==> src/rtl/pipe_pkg.sv <==
// Shared pipeline definitions for the ID/EX stage and its neighbours.
//   ctrl_t    : 9-bit control bundle {reg_write, mem_read, mem_write,
//               mem_to_reg, alu_src, alu_op[3:0]} as carried from ID into EX.
//   CTRL_*    : bit offsets of each field inside the packed bundle.
//   ALU_OP_*  : ALU operation encodings used in ctrl_t.alu_op.
//   REG_ZERO  : index of the hardwired-zero register.
package pipe_pkg;

    localparam int CTRL_W             = 9;
    localparam int CTRL_ALU_OP_LSB    = 0;
    localparam int CTRL_ALU_SRC_BIT   = 4;
    localparam int CTRL_MEM_TO_REG_BIT = 5;
    localparam int CTRL_MEM_WRITE_BIT = 6;
    localparam int CTRL_MEM_READ_BIT  = 7;
    localparam int CTRL_REG_WRITE_BIT = 8;

    localparam logic [3:0] ALU_OP_ADD = 4'd0;
    localparam logic [3:0] ALU_OP_SUB = 4'd1;
    localparam logic [3:0] ALU_OP_AND = 4'd2;
    localparam logic [3:0] ALU_OP_OR  = 4'd3;
    localparam logic [3:0] ALU_OP_XOR = 4'd4;
    localparam logic [3:0] ALU_OP_SLT = 4'd5;
    localparam logic [3:0] ALU_OP_SLL = 4'd6;
    localparam logic [3:0] ALU_OP_SRL = 4'd7;
    localparam logic [3:0] ALU_OP_SRA = 4'd8;

    localparam int REG_ZERO = 0;

    typedef struct packed {
        logic       reg_write;
        logic       mem_read;
        logic       mem_write;
        logic       mem_to_reg;
        logic       alu_src;
        logic [3:0] alu_op;
    } ctrl_t;

    // Control word of a bubble: writes nothing, reads nothing.
    function automatic ctrl_t ctrl_nop();
        return '0;
    endfunction

endpackage

==> src/rtl/idex_hazard_stage_if.sv <==
// ID -> EX bus of the ID/EX pipeline register.
//   master : ID side (drives id_*, flush; observes EX outputs and stall enables)
//   slave  : the ID/EX stage itself
// Signals:
//   id_valid, id_rs1, id_rs2, id_uses_rs2, id_rd, id_rdata1, id_rdata2,
//   id_imm, id_ctrl, flush                                      (ID -> stage)
//   ex_valid, RS1_IDEX, RS2_IDEX, RD_IDEX, ex_rdata1, ex_rdata2, ex_imm,
//   ex_ctrl, pc_write, ifid_write, perf_bubbles                 (stage -> EX/IF)
interface idex_hazard_stage_if
    import pipe_pkg::*;
#(
    parameter int DATA_W = 32,
    parameter int REG_W  = 5,
    parameter int CNT_W  = 32
);
    logic              id_valid;
    logic [REG_W-1:0]  id_rs1;
    logic [REG_W-1:0]  id_rs2;
    logic              id_uses_rs2;
    logic [REG_W-1:0]  id_rd;
    logic [DATA_W-1:0] id_rdata1;
    logic [DATA_W-1:0] id_rdata2;
    logic [DATA_W-1:0] id_imm;
    ctrl_t             id_ctrl;
    logic              flush;

    logic              ex_valid;
    logic [REG_W-1:0]  RS1_IDEX;
    logic [REG_W-1:0]  RS2_IDEX;
    logic [REG_W-1:0]  RD_IDEX;
    logic [DATA_W-1:0] ex_rdata1;
    logic [DATA_W-1:0] ex_rdata2;
    logic [DATA_W-1:0] ex_imm;
    ctrl_t             ex_ctrl;
    logic              pc_write;
    logic              ifid_write;
    logic [CNT_W-1:0]  perf_bubbles;

    modport master (
        output id_valid, id_rs1, id_rs2, id_uses_rs2, id_rd,
               id_rdata1, id_rdata2, id_imm, id_ctrl, flush,
        input  ex_valid, RS1_IDEX, RS2_IDEX, RD_IDEX, ex_rdata1, ex_rdata2,
               ex_imm, ex_ctrl, pc_write, ifid_write, perf_bubbles
    );

    modport slave (
        input  id_valid, id_rs1, id_rs2, id_uses_rs2, id_rd,
               id_rdata1, id_rdata2, id_imm, id_ctrl, flush,
        output ex_valid, RS1_IDEX, RS2_IDEX, RD_IDEX, ex_rdata1, ex_rdata2,
               ex_imm, ex_ctrl, pc_write, ifid_write, perf_bubbles
    );

endinterface

==> src/rtl/load_use_detect.sv <==
// Load-use hazard detector (purely combinational).
// Flags when the load sitting in EX writes a register that the instruction
// in ID reads; a load to x0 or an empty ID slot never stalls.
// Ports:
//   ex_valid, ex_mem_read, ex_rd : instruction currently in EX
//   id_valid, id_rs1, id_rs2, id_uses_rs2 : instruction currently in ID
//   hazard : 1 = ID must wait one cycle for the load data
module load_use_detect
    import pipe_pkg::*;
#(
    parameter int REG_W = 5
) (
    input  logic             ex_valid,
    input  logic             ex_mem_read,
    input  logic [REG_W-1:0] ex_rd,
    input  logic             id_valid,
    input  logic [REG_W-1:0] id_rs1,
    input  logic [REG_W-1:0] id_rs2,
    input  logic             id_uses_rs2,
    output logic             hazard
);

    logic load_in_ex;
    logic rs1_match;
    logic rs2_match;

    always_comb begin
        // NOTE: every output of a combinational block gets a default first, so
        // no path can leave it unassigned and infer a latch.
        load_in_ex = 1'b0;
        rs1_match  = 1'b0;
        rs2_match  = 1'b0;
        hazard     = 1'b0;

        load_in_ex = ex_valid && ex_mem_read && (ex_rd != REG_W'(REG_ZERO));
        rs1_match  = (ex_rd == id_rs1);
        // rs2 only counts when the instruction actually reads it (I-type
        // encodings carry immediate bits in that field).
        rs2_match  = id_uses_rs2 && (ex_rd == id_rs2);
        hazard     = load_in_ex && id_valid && (rs1_match || rs2_match);
    end

endmodule

==> src/rtl/idex_hazard_stage.sv <==
// ID/EX pipeline register with integrated load-use hazard handling.
// Latches operands, register indices and control from ID for EX. On a
// load-use hazard it inserts one bubble and freezes PC and IF/ID; on a
// taken-branch flush it squashes ID into a bubble and lets the redirect run.
// Ports:
//   clk  : rising-edge clock
//   rst  : asynchronous, active-high reset
//   bus  : idex_hazard_stage_if.slave (ID inputs, EX outputs, pc_write,
//          ifid_write, perf_bubbles)
// Configuration:
//   STALL_COUNT_EN : when defined, perf_bubbles counts inserted load-use
//                    bubbles (saturating); otherwise it is tied to zero.
module idex_hazard_stage
    import pipe_pkg::*;
#(
    parameter int DATA_W = 32,
    parameter int REG_W  = 5,
    parameter int CNT_W  = 32
) (
    input  logic                  clk,
    input  logic                  rst,
    idex_hazard_stage_if.slave    bus
);

    logic              ex_valid_q;
    logic [REG_W-1:0]  rs1_q;
    logic [REG_W-1:0]  rs2_q;
    logic [REG_W-1:0]  rd_q;
    logic [DATA_W-1:0] rdata1_q;
    logic [DATA_W-1:0] rdata2_q;
    logic [DATA_W-1:0] imm_q;
    ctrl_t             ctrl_q;

    logic hazard;
    logic stall;
    logic bubble;

    load_use_detect #(
        .REG_W (REG_W)
    ) u_load_use_detect (
        .ex_valid    (ex_valid_q),
        .ex_mem_read (ctrl_q.mem_read),
        .ex_rd       (rd_q),
        .id_valid    (bus.id_valid),
        .id_rs1      (bus.id_rs1),
        .id_rs2      (bus.id_rs2),
        .id_uses_rs2 (bus.id_uses_rs2),
        .hazard      (hazard)
    );

    // A flush wins over a hazard: the stalled instruction is being squashed
    // anyway, so the front end must be free to fetch the branch target.
    assign stall  = hazard && !bus.flush;
    assign bubble = hazard || bus.flush;

    always_ff @(posedge clk or posedge rst) begin
        // NOTE: sequential state uses non-blocking assignments so every flop
        // samples pre-edge values regardless of statement order.
        if (rst) begin
            // NOTE: the data flops are reset as well because they drive module
            // outputs directly; there is no storage array here to leave alone.
            ex_valid_q <= 1'b0;
            rs1_q      <= '0;
            rs2_q      <= '0;
            rd_q       <= '0;
            rdata1_q   <= '0;
            rdata2_q   <= '0;
            imm_q      <= '0;
            ctrl_q     <= ctrl_nop();
        end else if (bubble) begin
            // Only the fields that can cause side effects or hazards are
            // cleared; operand data are held since nothing consumes them.
            ex_valid_q <= 1'b0;
            rd_q       <= '0;
            ctrl_q     <= ctrl_nop();
        end else begin
            ex_valid_q <= bus.id_valid;
            rs1_q      <= bus.id_rs1;
            rs2_q      <= bus.id_rs2;
            rd_q       <= bus.id_rd;
            rdata1_q   <= bus.id_rdata1;
            rdata2_q   <= bus.id_rdata2;
            imm_q      <= bus.id_imm;
            // An empty ID slot must not carry write enables into EX.
            ctrl_q     <= bus.id_valid ? bus.id_ctrl : ctrl_nop();
        end
    end

    assign bus.ex_valid   = ex_valid_q;
    assign bus.RS1_IDEX   = rs1_q;
    assign bus.RS2_IDEX   = rs2_q;
    assign bus.RD_IDEX    = rd_q;
    assign bus.ex_rdata1  = rdata1_q;
    assign bus.ex_rdata2  = rdata2_q;
    assign bus.ex_imm     = imm_q;
    assign bus.ex_ctrl    = ctrl_q;
    assign bus.pc_write   = !stall;
    assign bus.ifid_write = !stall;

`ifdef STALL_COUNT_EN
    logic [CNT_W-1:0] bubble_cnt_q;

    always_ff @(posedge clk or posedge rst) begin
        if (rst) begin
            bubble_cnt_q <= '0;
        end else if (stall && (bubble_cnt_q != {CNT_W{1'b1}})) begin
            bubble_cnt_q <= bubble_cnt_q + CNT_W'(1);
        end
    end

    assign bus.perf_bubbles = bubble_cnt_q;
`else
    assign bus.perf_bubbles = '0;
`endif

endmodule

==> src/flat_wrapper.sv <==
// flat-port wrapper written by rule: the top's interface ports become plain ports
module idex_hazard_stage_flat import pipe_pkg::*;
#(
    parameter int DATA_W = 32,
    parameter int REG_W  = 5,
    parameter int CNT_W  = 32
)
  (clk, rst, bus_id_valid, bus_id_rs1, bus_id_rs2, bus_id_uses_rs2, bus_id_rd, bus_id_rdata1, bus_id_rdata2, bus_id_imm, bus_id_ctrl, bus_flush, bus_ex_valid, bus_RS1_IDEX, bus_RS2_IDEX, bus_RD_IDEX, bus_ex_rdata1, bus_ex_rdata2, bus_ex_imm, bus_ex_ctrl, bus_pc_write, bus_ifid_write, bus_perf_bubbles);
  idex_hazard_stage_if #(.DATA_W(DATA_W), .REG_W(REG_W), .CNT_W(CNT_W)) bus_i ();
  input  logic clk;
  input  logic rst;
  input wire logic [$bits(bus_i.id_valid)-1:0] bus_id_valid;
  input wire logic [$bits(bus_i.id_rs1)-1:0] bus_id_rs1;
  input wire logic [$bits(bus_i.id_rs2)-1:0] bus_id_rs2;
  input wire logic [$bits(bus_i.id_uses_rs2)-1:0] bus_id_uses_rs2;
  input wire logic [$bits(bus_i.id_rd)-1:0] bus_id_rd;
  input wire logic [$bits(bus_i.id_rdata1)-1:0] bus_id_rdata1;
  input wire logic [$bits(bus_i.id_rdata2)-1:0] bus_id_rdata2;
  input wire logic [$bits(bus_i.id_imm)-1:0] bus_id_imm;
  input wire logic [$bits(bus_i.id_ctrl)-1:0] bus_id_ctrl;
  input wire logic [$bits(bus_i.flush)-1:0] bus_flush;
  output wire logic [$bits(bus_i.ex_valid)-1:0] bus_ex_valid;
  output wire logic [$bits(bus_i.RS1_IDEX)-1:0] bus_RS1_IDEX;
  output wire logic [$bits(bus_i.RS2_IDEX)-1:0] bus_RS2_IDEX;
  output wire logic [$bits(bus_i.RD_IDEX)-1:0] bus_RD_IDEX;
  output wire logic [$bits(bus_i.ex_rdata1)-1:0] bus_ex_rdata1;
  output wire logic [$bits(bus_i.ex_rdata2)-1:0] bus_ex_rdata2;
  output wire logic [$bits(bus_i.ex_imm)-1:0] bus_ex_imm;
  output wire logic [$bits(bus_i.ex_ctrl)-1:0] bus_ex_ctrl;
  output wire logic [$bits(bus_i.pc_write)-1:0] bus_pc_write;
  output wire logic [$bits(bus_i.ifid_write)-1:0] bus_ifid_write;
  output wire logic [$bits(bus_i.perf_bubbles)-1:0] bus_perf_bubbles;
  assign bus_i.id_valid = bus_id_valid;
  assign bus_i.id_rs1 = bus_id_rs1;
  assign bus_i.id_rs2 = bus_id_rs2;
  assign bus_i.id_uses_rs2 = bus_id_uses_rs2;
  assign bus_i.id_rd = bus_id_rd;
  assign bus_i.id_rdata1 = bus_id_rdata1;
  assign bus_i.id_rdata2 = bus_id_rdata2;
  assign bus_i.id_imm = bus_id_imm;
  assign bus_i.id_ctrl = bus_id_ctrl;
  assign bus_i.flush = bus_flush;
  assign bus_ex_valid = bus_i.ex_valid;
  assign bus_RS1_IDEX = bus_i.RS1_IDEX;
  assign bus_RS2_IDEX = bus_i.RS2_IDEX;
  assign bus_RD_IDEX = bus_i.RD_IDEX;
  assign bus_ex_rdata1 = bus_i.ex_rdata1;
  assign bus_ex_rdata2 = bus_i.ex_rdata2;
  assign bus_ex_imm = bus_i.ex_imm;
  assign bus_ex_ctrl = bus_i.ex_ctrl;
  assign bus_pc_write = bus_i.pc_write;
  assign bus_ifid_write = bus_i.ifid_write;
  assign bus_perf_bubbles = bus_i.perf_bubbles;
  idex_hazard_stage #(.DATA_W(DATA_W), .REG_W(REG_W), .CNT_W(CNT_W)) u_core (.clk(clk), .rst(rst), .bus(bus_i));
endmodule
==> config.mk <==
export PLATFORM = sky130hd
export DESIGN_NAME = idex_hazard_stage_flat
export DESIGN_NICKNAME = d
export VERILOG_FILES = /design/src/rtl/pipe_pkg.sv /design/src/rtl/idex_hazard_stage_if.sv /design/src/rtl/load_use_detect.sv /design/src/rtl/idex_hazard_stage.sv /design/src/flat_wrapper.sv
export SDC_FILE = /design/constraint.sdc
export NUM_CORES = 1
export LEC_CHECK = 0
export CAP_MARGIN = 15
export CORE_MARGIN = 10
export CORE_UTILIZATION = 31
export CTS_CLUSTER_SIZE = 25
export DETAILED_ROUTE_END_ITERATION = 8
export PLACE_DENSITY = 0.66
export RECOVER_POWER = 25
export SYNTH_ARGS = -nofsm -noshare
export SYNTH_HDL_FRONTEND = slang
export SYNTH_SLANG_ARGS = --single-unit
==> constraint.sdc <==
create_clock -name clk -period 5.3 [get_ports clk]
set_input_delay 1.325 -clock clk [delete_from_list [all_inputs] [get_ports clk]]
set_output_delay 1.325 -clock clk [all_outputs]
set_load 0.02 [all_outputs]
; ---- Yosys cells after proc, flatten, opt, wreduce, memory -nomap -nowiden
; Index checks and enable logic that the tools add are counted.
[totals]
wordCells = 30
mem_bits_rw = 0
latch_bits = 0
input_bits = 125
regBits = 121
rom_bits = 0
n_memories = 0
output_inout_bits = 155
[op_classes]
n_reduce_logical = 11
multipliers = 0
n_div = 0
bitwise_logic = 0
add_sub_neg = 0
shifts = 0
n_mux = 4
eq_ne = 2
order_cmp = 0
[op_table]
columns = cell, n
row1 = 2-to-1 mux 9 bit, 2
row2 = == test 5 bit, 2
row3 = logical AND 1 bit, 6
row4 = 2-to-1 mux 5 bit, 1
row5 = nonzero test 5 bit, 1
row6 = logical NOT 1 bit, 2
row7 = logical OR 1 bit, 2
row8 = 2-to-1 mux 1 bit, 1

; ---- Depth between registers and ports, before layout
[depth]
depth_word = 6
mapped_depth = 7
depth_no_buf = 4

; ---- Modules after synthesis
; Synthesis repeated with hierarchy kept, for this count alone.
[unflattened]
hier_cells = 309
hier_area_um2 = 5200.0
[modules_own_cells]
columns = module, seq_area_each_um2, cells_each, area_each_um2, n_inst
row1 = idex_hazard_stage, 3027.9, 292, 5069.9, 1
row2 = load_use_detect, 0.0, 17, 130.1, 1

; ---- Least setup slack after synthesis
; No wires, ideal clock.
[synth_timing]
path_kind = input to output
start = input port bus_id_rs2[2]
end = output port bus_pc_write
cell_stages = 7
required_time_ns = 3.975
n_path_buf = 3
path_slack_ns = 1.138
arrival_ns = 2.837
path_cell_list = xnor2_1 nand4_2 o22a_1 buf_2 buf_2 or3_1 buf_4
[synth_between]
elab_chain_len = 6
[synth_lines]
columns = element, line_no
row1 = "start, declared", flat_wrapper.sv:14  ; input wire logic [$bits(bus_i.id_rs2)-1:0] bus_id_rs2;
row2 = == test 5 bit, load_use_detect.sv:39  ; rs2_match = id_uses_rs2 && (ex_rd == id_rs2);
row3 = logical AND 1 bit, load_use_detect.sv:39
row4 = logical OR 1 bit, load_use_detect.sv:40  ; hazard = load_in_ex && id_valid && (rs1_match || rs2_match);
row5 = logical AND 1 bit, load_use_detect.sv:40
row6 = logical AND 1 bit, idex_hazard_stage.sv:53  ; assign stall = hazard && !bus.flush;
row7 = logical NOT 1 bit, --
row8 = "end, declared", flat_wrapper.sv:30  ; output wire logic [$bits(bus_i.pc_write)-1:0] bus_pc_write;
; Every way passes these cells.

; ---- Final worst setup path
[layout_timing]
start = input port bus_id_rs1[1]
end = output port bus_ifid_write
[layout_between]
elab_chain_len = 5
[layout_lines]
columns = element, line_no
row1 = "start, declared", flat_wrapper.sv:13  ; input wire logic [$bits(bus_i.id_rs1)-1:0] bus_id_rs1;
row2 = == test 5 bit, load_use_detect.sv:36  ; rs1_match = (ex_rd == id_rs1);
row3 = logical OR 1 bit, load_use_detect.sv:40
row4 = logical AND 1 bit, load_use_detect.sv:40
row5 = logical AND 1 bit, idex_hazard_stage.sv:53
row6 = logical NOT 1 bit, idex_hazard_stage.sv:98  ; assign bus.ifid_write = !stall;
row7 = "end, declared", flat_wrapper.sv:31  ; output wire logic [$bits(bus_i.ifid_write)-1:0] bus_ifid_write;
; Every way passes these cells.

==> parameters.txt <==
Parameter                              Value

Synthesis
  Top cell type by total area after synthesis ... dfrtp_1
  Multiplexer share of the synthesized area ... 0%
  Sequential area share after synthesis ... 39.6%
  Synthesized flop and latch total ... 121
  Syn avg cell area ... 9.05 µm²
  Xor and xnor fraction of the mapped netlist area ... 1.15%
  Area share of the largest cell type after synthesis ... 39.6%
  Combined area of all synthesized cells ... 7640 µm²
  Compound-Gate Fraction of Synth Area ... 34.9%
  Simple-gate area share of the yosys netlist ... 14.7%
  Number of standard cells after synthesis ... 844
  Leading post-synthesis cells by cell area ... dfrtp_1, o221ai_1, a22oi_1
  Adder-cell share of the synthesized area ... 0%
  Library cells used by synthesis ... 26
  Largest family of logic cells by synthesized area ... compound AO/OA/AOI/OAI gates
  Synthesis warning total ... 0

Power and ir drop
  Switching component of the power ... 1010 µW
  Leakage ... 0.00370 µW
  Proportion of power drawn by the clock network ... 39.2%
  Switching power share of the total ... 32.0%
  Internal power summed over all cells ... 2160 µW
  Maximum VDD drop ... 0.000165 V
  Power Density ... 295 nW/µm²
  Combinational fraction of design power ... 26.2%
  Share of power burned in registers ... 34.6%
  Total chip power ... 3170 µW

Global route
  First-pass GRT wire length ... 46,600 µm
  Largest net degree at the start of global routing ... 93
  Vias in the first global route ... 7,769
  Antenna violations before repair ... 3
  Remaining global-route overflow ... 0
  Total routing usage reported by global routing ... 18.4%

Route
  Via count ... 7,757
  Routed vias/inst ... 5.72
  Initial drt markers ... 915
  Antenna Violating Nets Remaining ... 0
  Final WL ... 29,900 µm
  Detailed Routing Iterations Pass 1 ... 8
  DRC violation count after routing ... 0
  Average detailed-routed wire length per instance ... 22.0 µm

Clocking
  Number of buffers created by CTS ... 17
  Resized Gates After CTS ... 0
  Post-CTS setup buffer count ... 0
  TritonCTS sink count ... 121
  CTS Hold Bufs ... 0
  Clock slew at reported path FFs ... 0.06 ns
  Total number of H-tree levels ... 4
  Bufs on Longest Clock Path ... 2
  TritonCTS clock tree ... done
  Buffer type at the clock tree root ... clkbuf_16
  Clock latency on the worst-skew pair ... 0.41 ns

Hold path
  Hold-critical path endpoint ... u_core.bus.ex_rdata1[20]
  Class of the tightest hold or removal check ... reg2reg
  Startpoint of the tightest hold check path ... u_core.bus.ex_rdata1[20]
  Hold path cells ... 2

Outcome
  Run status ... complete, but fails checks
  Failing checks ... max-capacitance violations, max-slew violations

Floorplanning
  Row count ... 57
  Core region area ... 24,300 µm²
  Die footprint ... 31,300 µm²
  Die span in x ... 177 µm
  Initial Util ... 31.4%
  Num ports ... 280
  Vertical die dimension ... 177 µm

STA
  Unrepaired setup endpoints after global routing ... false
  Largest clock skew in the final design ... 0.0105 ns
  Worst slew margin ... -78.2%
  Least-Margin Pin Slew ... 2.67 ns
  Final setup violation count ... 0
  Clock period minus worst slack ... 4.84 ns
  Number of pins exceeding their max-slew limit in the final report ... 66
  Final TNS setup ... 0 ns
  Highest clock frequency the design can meet ... 0.207 GHz
  Fin. Hold Viols ... 0
  Portion of the clock cycle consumed by the worst path in the final layout ... 91.2%

Final layout
  FILL cells ... 2,361
  Area Growth Syn to Fin ... 41.0%
  Finished Layout Cells ... 1,356
  Proportion of layout cells with a drive suffix above 1 ... 5.63%
  Nets ... 1,142

Placement
  HPWL after detailed placement ... 18,200 µm
  Count of buffers from port buffering ... 247
  Placed Cells ... 1,322
  Global placement routability congestion ... 0.783

Worst setup path
  Critical path endpoint category ... output pin
  Crit path required time ... 3.97 ns
  Worst setup path category ... in2out
  Crit start category ... input pin
  Flop2flop setup slack ... 2.46 ns
  Depth of the most critical reg-to-reg path ... 6
  Critical R2R Capture ... u_core.bus.ex_rdata2[15]
  FF-to-FF Start ... u_core.bus.RD_IDEX[0]
  Arr. time, crit path ... 3.51 ns
  Worst Path Max Fanout ... 2

Flow run
  Max-cap check violation count ... 1
==> registers in the layout, indices dropped and copies added (netlist names) <==
signal and count:
u_core.bus.RS1_IDEX 5, u_core.bus.ex_imm 32, u_core.bus.ex_ctrl 9, u_core.bus.ex_rdata1 32, u_core.bus.RS2_IDEX 5, u_core.bus.ex_rdata2 32
u_core.bus.ex_valid 1, u_core.bus.RD_IDEX 5
==> area by class of cell <==
class / count / area [µm²] / area share (%)
timing repair buffer: 263 / 2610 / 24.2
antenna: 2 / 5.00 / 0.0465
tap: 324 / 405 / 3.76
clock buffer: 19 / 453 / 4.20
multi-input combinational: 599 / 4050 / 37.6
sequential: 121 / 3030 / 28.1
inverter: 15 / 56.3 / 0.523
clock inverter: 13 / 168 / 1.56
==> through the flow <==
| stage | setup slack [ns] | util (%) | area, µm² | hold slack [ns] |
|---|---|---|---|---|
| final | 0.465 | 44.3 | 10800 | 0.563 |
| after CTS | 0.440 | 44.3 | 10800 | 0.568 |
| after global routing | 0.212 | 44.3 | 10800 | 0.582 |
| after global placement | 0.478 | 41.8 | 10200 | 0.545 |
| after floorplan | 0.761 | - | 7760 | 0.645 |
| after detailed placement | 0.457 | 41.8 | 10200 | 0.555 |
==> cells in the final DEF, fill, tap and decap left out, types with 2 or more instances in the layout <==
master,netlist,final
diode_2,0,2
clkdlybuf4s50_1,0,245
inv_1,15,15
a211oi_1,14,14
bufinv_16,0,3
nor2b_1,106,106
o221ai_1,106,106
a22oi_1,106,106
dfrtp_1,121,121
nand2_4,0,2
inv_6,0,3
clkinvlp_4,0,5
buf_4,34,14
nand2_1,108,106
o211ai_1,106,106
conb_1,1,32
clkbuf_16,0,17
xnor2_1,10,10
clkbuf_8,0,2
==> power groups by stage <==
stage | combinational, µW | clock (µW) | sequential [µW]
after CTS | 837 | 1270 | 1100
after global placement | 830 | 0 | 1110
after global routing | 890 | 1320 | 1110
after floorplan | 342 | 0 | 1220
final | 830 | 1240 | 1100
after detailed placement | 835 | 0 | 1110
==> worst max-delay path, stage by stage <==
cell	delay, ns
clkdlybuf4s50_1	0.45
xnor2_1	0.27
nand3_4	0.11
o22a_4	0.26
or3_1	0.49
clkdlybuf4s50_1	0.60
==> cells by family after synthesis <==
logic type	count (synthesis)
AOI/OAI and AO/OA	337
and+or+nand+nor	220
buffers and inverters	155
DFF	121
xor gates and xnor gates	10
other	1
==> worst max-delay path by stage <==
stage | to | slack [ns] | start
final | bus_ifid_write | 0.46 | bus_id_rs1[1]
after global routing | u_core.bus.RS2_IDEX[3] | 0.21 | rst
after CTS | bus_pc_write | 0.44 | bus_id_rs1[1]
after detailed placement | bus_pc_write | 0.46 | bus_id_rs1[1]
after global placement | bus_ifid_write | 0.48 | bus_id_rs1[1]
after floorplan | u_core.bus.RD_IDEX[0] | 0.76 | rst
==> cells in the mapped netlist, drive strengths merged <==
library cell and n:
dfrtp 121, nand2 108, a22oi 106, nor2b 106, o211ai 106, o221ai 106, clkbuf 92, buf 48
inv 15, a211oi 14, xnor2 10, a21oi 1, and3 1, conb 1, nand2b 1, nand3 1
nand4 1, o21a 1, o21ai 1, o22a 1, o22ai 1, or3 1, or4 1
==> per-layer routing <==
layer | global-route usage, % | wire length [µm]
met1 | 25.2 | 13300
met2 | 26.9 | 13400
met3 | 6.72 | 2730
met4 | 3.99 | 313
met5 | 0 | 34
Note: power is estimated with default switching activity, not from simulation.
==> RTL edit 1, RTL diff (config.mk and constraints unchanged) <==
Change the package constant `REG_ZERO` from 0 to 1.
--- a/src/rtl/pipe_pkg.sv
+++ b/src/rtl/pipe_pkg.sv
@@ -24,7 +24,7 @@
     localparam logic [3:0] ALU_OP_SRL = 4'd7;
     localparam logic [3:0] ALU_OP_SRA = 4'd8;
 
-    localparam int REG_ZERO = 0;
+    localparam int REG_ZERO = 1;
 
     typedef struct packed {
         logic       reg_write;
Behaviour: not the same (Yosys sat finds a counterexample within 4 cycles, from zero or initial values and one cycle with rst high).
==> RTL edit 1 against the original RTL <==
  * The run still ends with capacitance limit, slew limit left
  * Design area is 0.39% lower
  * Setup slack worse by 3.2 ps
  * Sequential cell count stayed put
  * Area after synthesis hardly changed
  * Sequential power hardly changed
  * Routed wire length is 0.65% lower
  * Total power is 3.1% lower
  * Count of clock-buffer cells in the layout is 1 lower
  * Highest routed layer is now met4
==> RTL edit 1: results (changes against the original RTL) <==
| Metric | Value |
|---|---|
| Final wirelength | `29.7 mm (-0.65%)` |
| First-pass GRT wire length | `46.2 mm (-0.83%)` |
| Max-Cap Viols | `1 (unchanged)` |
| Compound-Gate Fraction of Synth Area | `34.8% (-0.081 points)` |
| Largest cells by area after synthesis | `dfrtp_1 (40%), o221ai_1 (12%), a22oi_1 (10%)` |
| GR Util met3 | `6.12% (-0.60 points)` |
| Max layer used | `met4` |
| Placer Congestion | `0.776 (-0.92%)` |
| Maximum VDD drop | `165 uV (-0.35%)` |
| Layout cells sized above 1 | `5.52% (-0.11 points)` |
| Outcome | `finished with violations` |
| Failing checks | `capacitance limit, slew limit` |
| First drt pass iteration count | `5 (-3)` |
| XOR/XNOR Fraction of Synth Area | `1.15% (about the same)` |
| Leak pwr | `3.67 nW (-0.70%)` |
| Total GRT Usage | `18.2% (-0.18 points)` |
| Via density | `5.70 (-0.30%)` |
| Initial antenna violation count | `1 (-2)` |
| Crit path launch | `bus_id_rs2[4]` |
| Reg2Reg Launch Point | `u_core.bus.RD_IDEX[1]` |
| GRT met1 Usage | `25.3% (+0.097 points)` |
| Slew Limit Fails | `65 (-1.5%)` |
| Met3 wire length | `2.47 mm (-9.3%)` |
| Net Sw Power | `1.02 mW (+0.95%)` |
| Worst Hold Launch | `u_core.bus.ex_rdata1[30]` |
| Dpl hpwl | `18.2 mm (about the same)` |
| Metal-1 WL | `13.4 mm (+0.25%)` |
[RTL edit 1: cell count changes after synthesis, sizes merged]
| cell | change |
|---|---|
| buf | +8 |
| clkbuf | -8 |
| or4 | -1 |
| or4b | +1 |
[RTL edit 1: metrics by stage]
stage	cells	total power, mW	area (um2)	hold WS, ps	setup WS [ps]
after floorplan	875	1.56	7750	645	761
after global placement	1324	1.94	10200	544	464
after detailed placement	1324	1.95	10200	553	447
after CTS	1356	3.11	10700	569	437
after global routing	1357	3.22	10700	580	284
final	1358	3.07	10700	563	461
[RTL edit 1: cell type report]
cell class	instances	area (um2)
multi-input combinational	599	4040
sequential	121	3030
clock inverter	14	125
tap	324	405
fill	2326	13500
antenna	2	5.00
clock buffer	18	439
inverter	15	57.6
timing repair buffer	265	2630
[RTL edit 1: power by group through the flow]
stage | Combinational (mW) | Clock [mW] | Sequential [mW]
after floorplan | 0.342 | 0 | 1.22
after global placement | 0.833 | 0 | 1.11
after detailed placement | 0.838 | 0 | 1.11
after CTS | 0.842 | 1.17 | 1.09
after global routing | 0.896 | 1.21 | 1.11
final | 0.834 | 1.14 | 1.10
[RTL edit 1: kinds of logic (layout without fill, tap and decap cells)]
logic type	count (synthesis)	in the layout
AO/OA/AOI/OAI	337	337
AND/OR/NAND/NOR	220	220
buffers and inverters	155	312
flip-flops	121	121
XOR/XNOR	10	10
other	1	34
[RTL edit 1: worst paths after layout]
kind                                       endpoint  slack [ps]  cells after the start
setup reg to reg            u_core.bus.ex_rdata2[2]        2350                      6
hold reg to reg            u_core.bus.ex_rdata1[30]         560                      2
setup / recovery                       bus_pc_write         460                      6
max in group asynchronous     u_core.bus.ex_imm[31]         920                      3
hold / removal             u_core.bus.ex_rdata1[30]         560                      2
min in group asynchronous      u_core.bus.ex_imm[4]        2280                      2
==> RTL edit 2, RTL diff (config.mk and constraints unchanged) <==
Without the edit above. `REG_W` is set to 5 in 4 places; all go to 6.
--- a/src/rtl/idex_hazard_stage_if.sv
+++ b/src/rtl/idex_hazard_stage_if.sv
@@ -10,7 +10,7 @@
     import pipe_pkg::*;
 #(
     parameter int DATA_W = 32,
-    parameter int REG_W  = 5,
+    parameter int REG_W  = 6,
     parameter int CNT_W  = 32
 );
     logic              id_valid;
--- a/src/rtl/load_use_detect.sv
+++ b/src/rtl/load_use_detect.sv
@@ -8,7 +8,7 @@
 module load_use_detect
     import pipe_pkg::*;
 #(
-    parameter int REG_W = 5
+    parameter int REG_W = 6
 ) (
     input  logic             ex_valid,
     input  logic             ex_mem_read,
--- a/src/rtl/idex_hazard_stage.sv
+++ b/src/rtl/idex_hazard_stage.sv
@@ -14,7 +14,7 @@
     import pipe_pkg::*;
 #(
     parameter int DATA_W = 32,
-    parameter int REG_W  = 5,
+    parameter int REG_W  = 6,
     parameter int CNT_W  = 32
 ) (
     input  logic                  clk,
--- a/src/flat_wrapper.sv
+++ b/src/flat_wrapper.sv
@@ -2,7 +2,7 @@
 module idex_hazard_stage_flat import pipe_pkg::*;
 #(
     parameter int DATA_W = 32,
-    parameter int REG_W  = 5,
+    parameter int REG_W  = 6,
     parameter int CNT_W  = 32
 )
   (clk, rst, bus_id_valid, bus_id_rs1, bus_id_rs2, bus_id_uses_rs2, bus_id_rd, bus_id_rdata1, bus_id_rdata2, bus_id_imm, bus_id_ctrl, bus_flush, bus_ex_valid, bus_RS1_IDEX, bus_RS2_IDEX, bus_RD_IDEX, bus_ex_rdata1, bus_ex_rdata2, bus_ex_imm, bus_ex_ctrl, bus_pc_write, bus_ifid_write, bus_perf_bubbles);
Interface: changed (6 resized); port bits go from 280 to 286. No check against the original RTL was run, so the function may have changed too.
==> RTL edit 2 against the original RTL <==
  * Sequential cell count grew 3
  * Area after synthesis shrank 32%
  * Setup slack gained 360 ps
  * The run still ends with capacitance limit, slew limit left
  * Largest power group is now registers
  * First-iteration DRC count shrank 85%
  * Clock skew shrank 4.6 ps
  * Synthesized cell count shrank 62%
  * Cell count shrank 40%
  * Design area shrank 23%
  * Count of clock-buffer cells in the layout grew 4
  * Core utilization grew 6.3 points
  * Routed wire length shrank 49%
  * Total power shrank 14%
  * Highest routed layer is now met4
==> RTL edit 2: results (changes against the original RTL) <==
| Metric | Value |
|---|---|
| Outcome | `finished with violations` |
| Failing checks | `capacitance limit, slew limit` |
| Total GRT Usage | `13.3% (-5.0 points)` |
| Layout cells sized above 1 | `23.6% (+18 points)` |
| R2R Path End | `u_core.bus.ex_imm[23]` |
| Largest cells by area after synthesis | `dfrtp_1 (60%), mux2_4 (16%), mux2_2 (12%)` |
| Fin Clk Skew | `5.82 ps (-4.64 ps)` |
| Hold Path Sink | `u_core.bus.RS2_IDEX[3]` |
| Dpl hpwl | `11.7 mm (-36%)` |
| Crit path launch | `bus_id_rs2[3]` |
| Mux share of post-synthesis cell area | `27.4% (+27 points)` |
| Maximum VDD drop | `182 uV (+9.9%)` |
| Pin count of the biggest net entering global routing | `66 (-29%)` |
| CP max FO | `3 (+1)` |
| First-pass GRT wire length | `23.0 mm (-51%)` |
| XOR/XNOR Fraction of Synth Area | `2.03% (+0.88 points)` |
| Slew Limit Fails | `65 (-1.5%)` |
| Hold Crit Depth | `1 (-1)` |
| Max-Cap Viols | `1 (unchanged)` |
| FF-to-FF path depth | `5 (-1)` |
| Compound-Gate Fraction of Synth Area | `0.603% (-34 points)` |
| Critical Path AT | `3150 ps (-360 ps)` |
| Hold_ws | `502 ps (-61.3 ps)` |
| Int Pwr | `2.05 mW (-5.0%)` |
| Leak pwr | `3.60 nW (-2.7%)` |
| First drt pass iteration count | `4 (-4)` |
| CP endpoint | `bus_pc_write` |
| Synth cell count leaders | `dfrtp_1 (124), mux2_2 (54), mux2_4 (54), buf_4 (34), and2_1 (15)` |
| PortBufs | `253 (+2.4%)` |
[RTL edit 2: metal layers]
metal / track usage (%) / share of wire [%]
met4: 5.30 / 1.5
met3: 6.13 / 11
met5: 0 / 0
met2: 22.5 / 51
met1: 14.2 / 37
[RTL edit 2: layout make-up]
class,count,share of cell area [%]
clock inverters,3,0.480
well taps,220,3.30
clock buffers,23,5.85
multi-input cells,180,21.9
repair buffers,257,31.2
inverters,1,0.0600
flip-flops and latches,124,37.2
[RTL edit 2: power groups by stage]
stage / sequential (mW) / clock, mW / combinational (mW)
2_1_floorplan: 1.21 / 0 / 0.201
3_3_place_gp: 1.10 / 0 / 0.606
3_5_place_dp: 1.10 / 0 / 0.611
4_1_cts: 1.09 / 1.08 / 0.613
5_1_grt: 1.10 / 1.13 / 0.639
6_report: 1.09 / 1.05 / 0.603
[RTL edit 2: per-stage QoR]
stage / cells / area [um2]
after floorplan: 351 / 5300
after global placement: 782 / 7810
after detailed placement: 782 / 7810
after CTS: 808 / 8340
after global routing: 808 / 8340
final: 808 / 8340
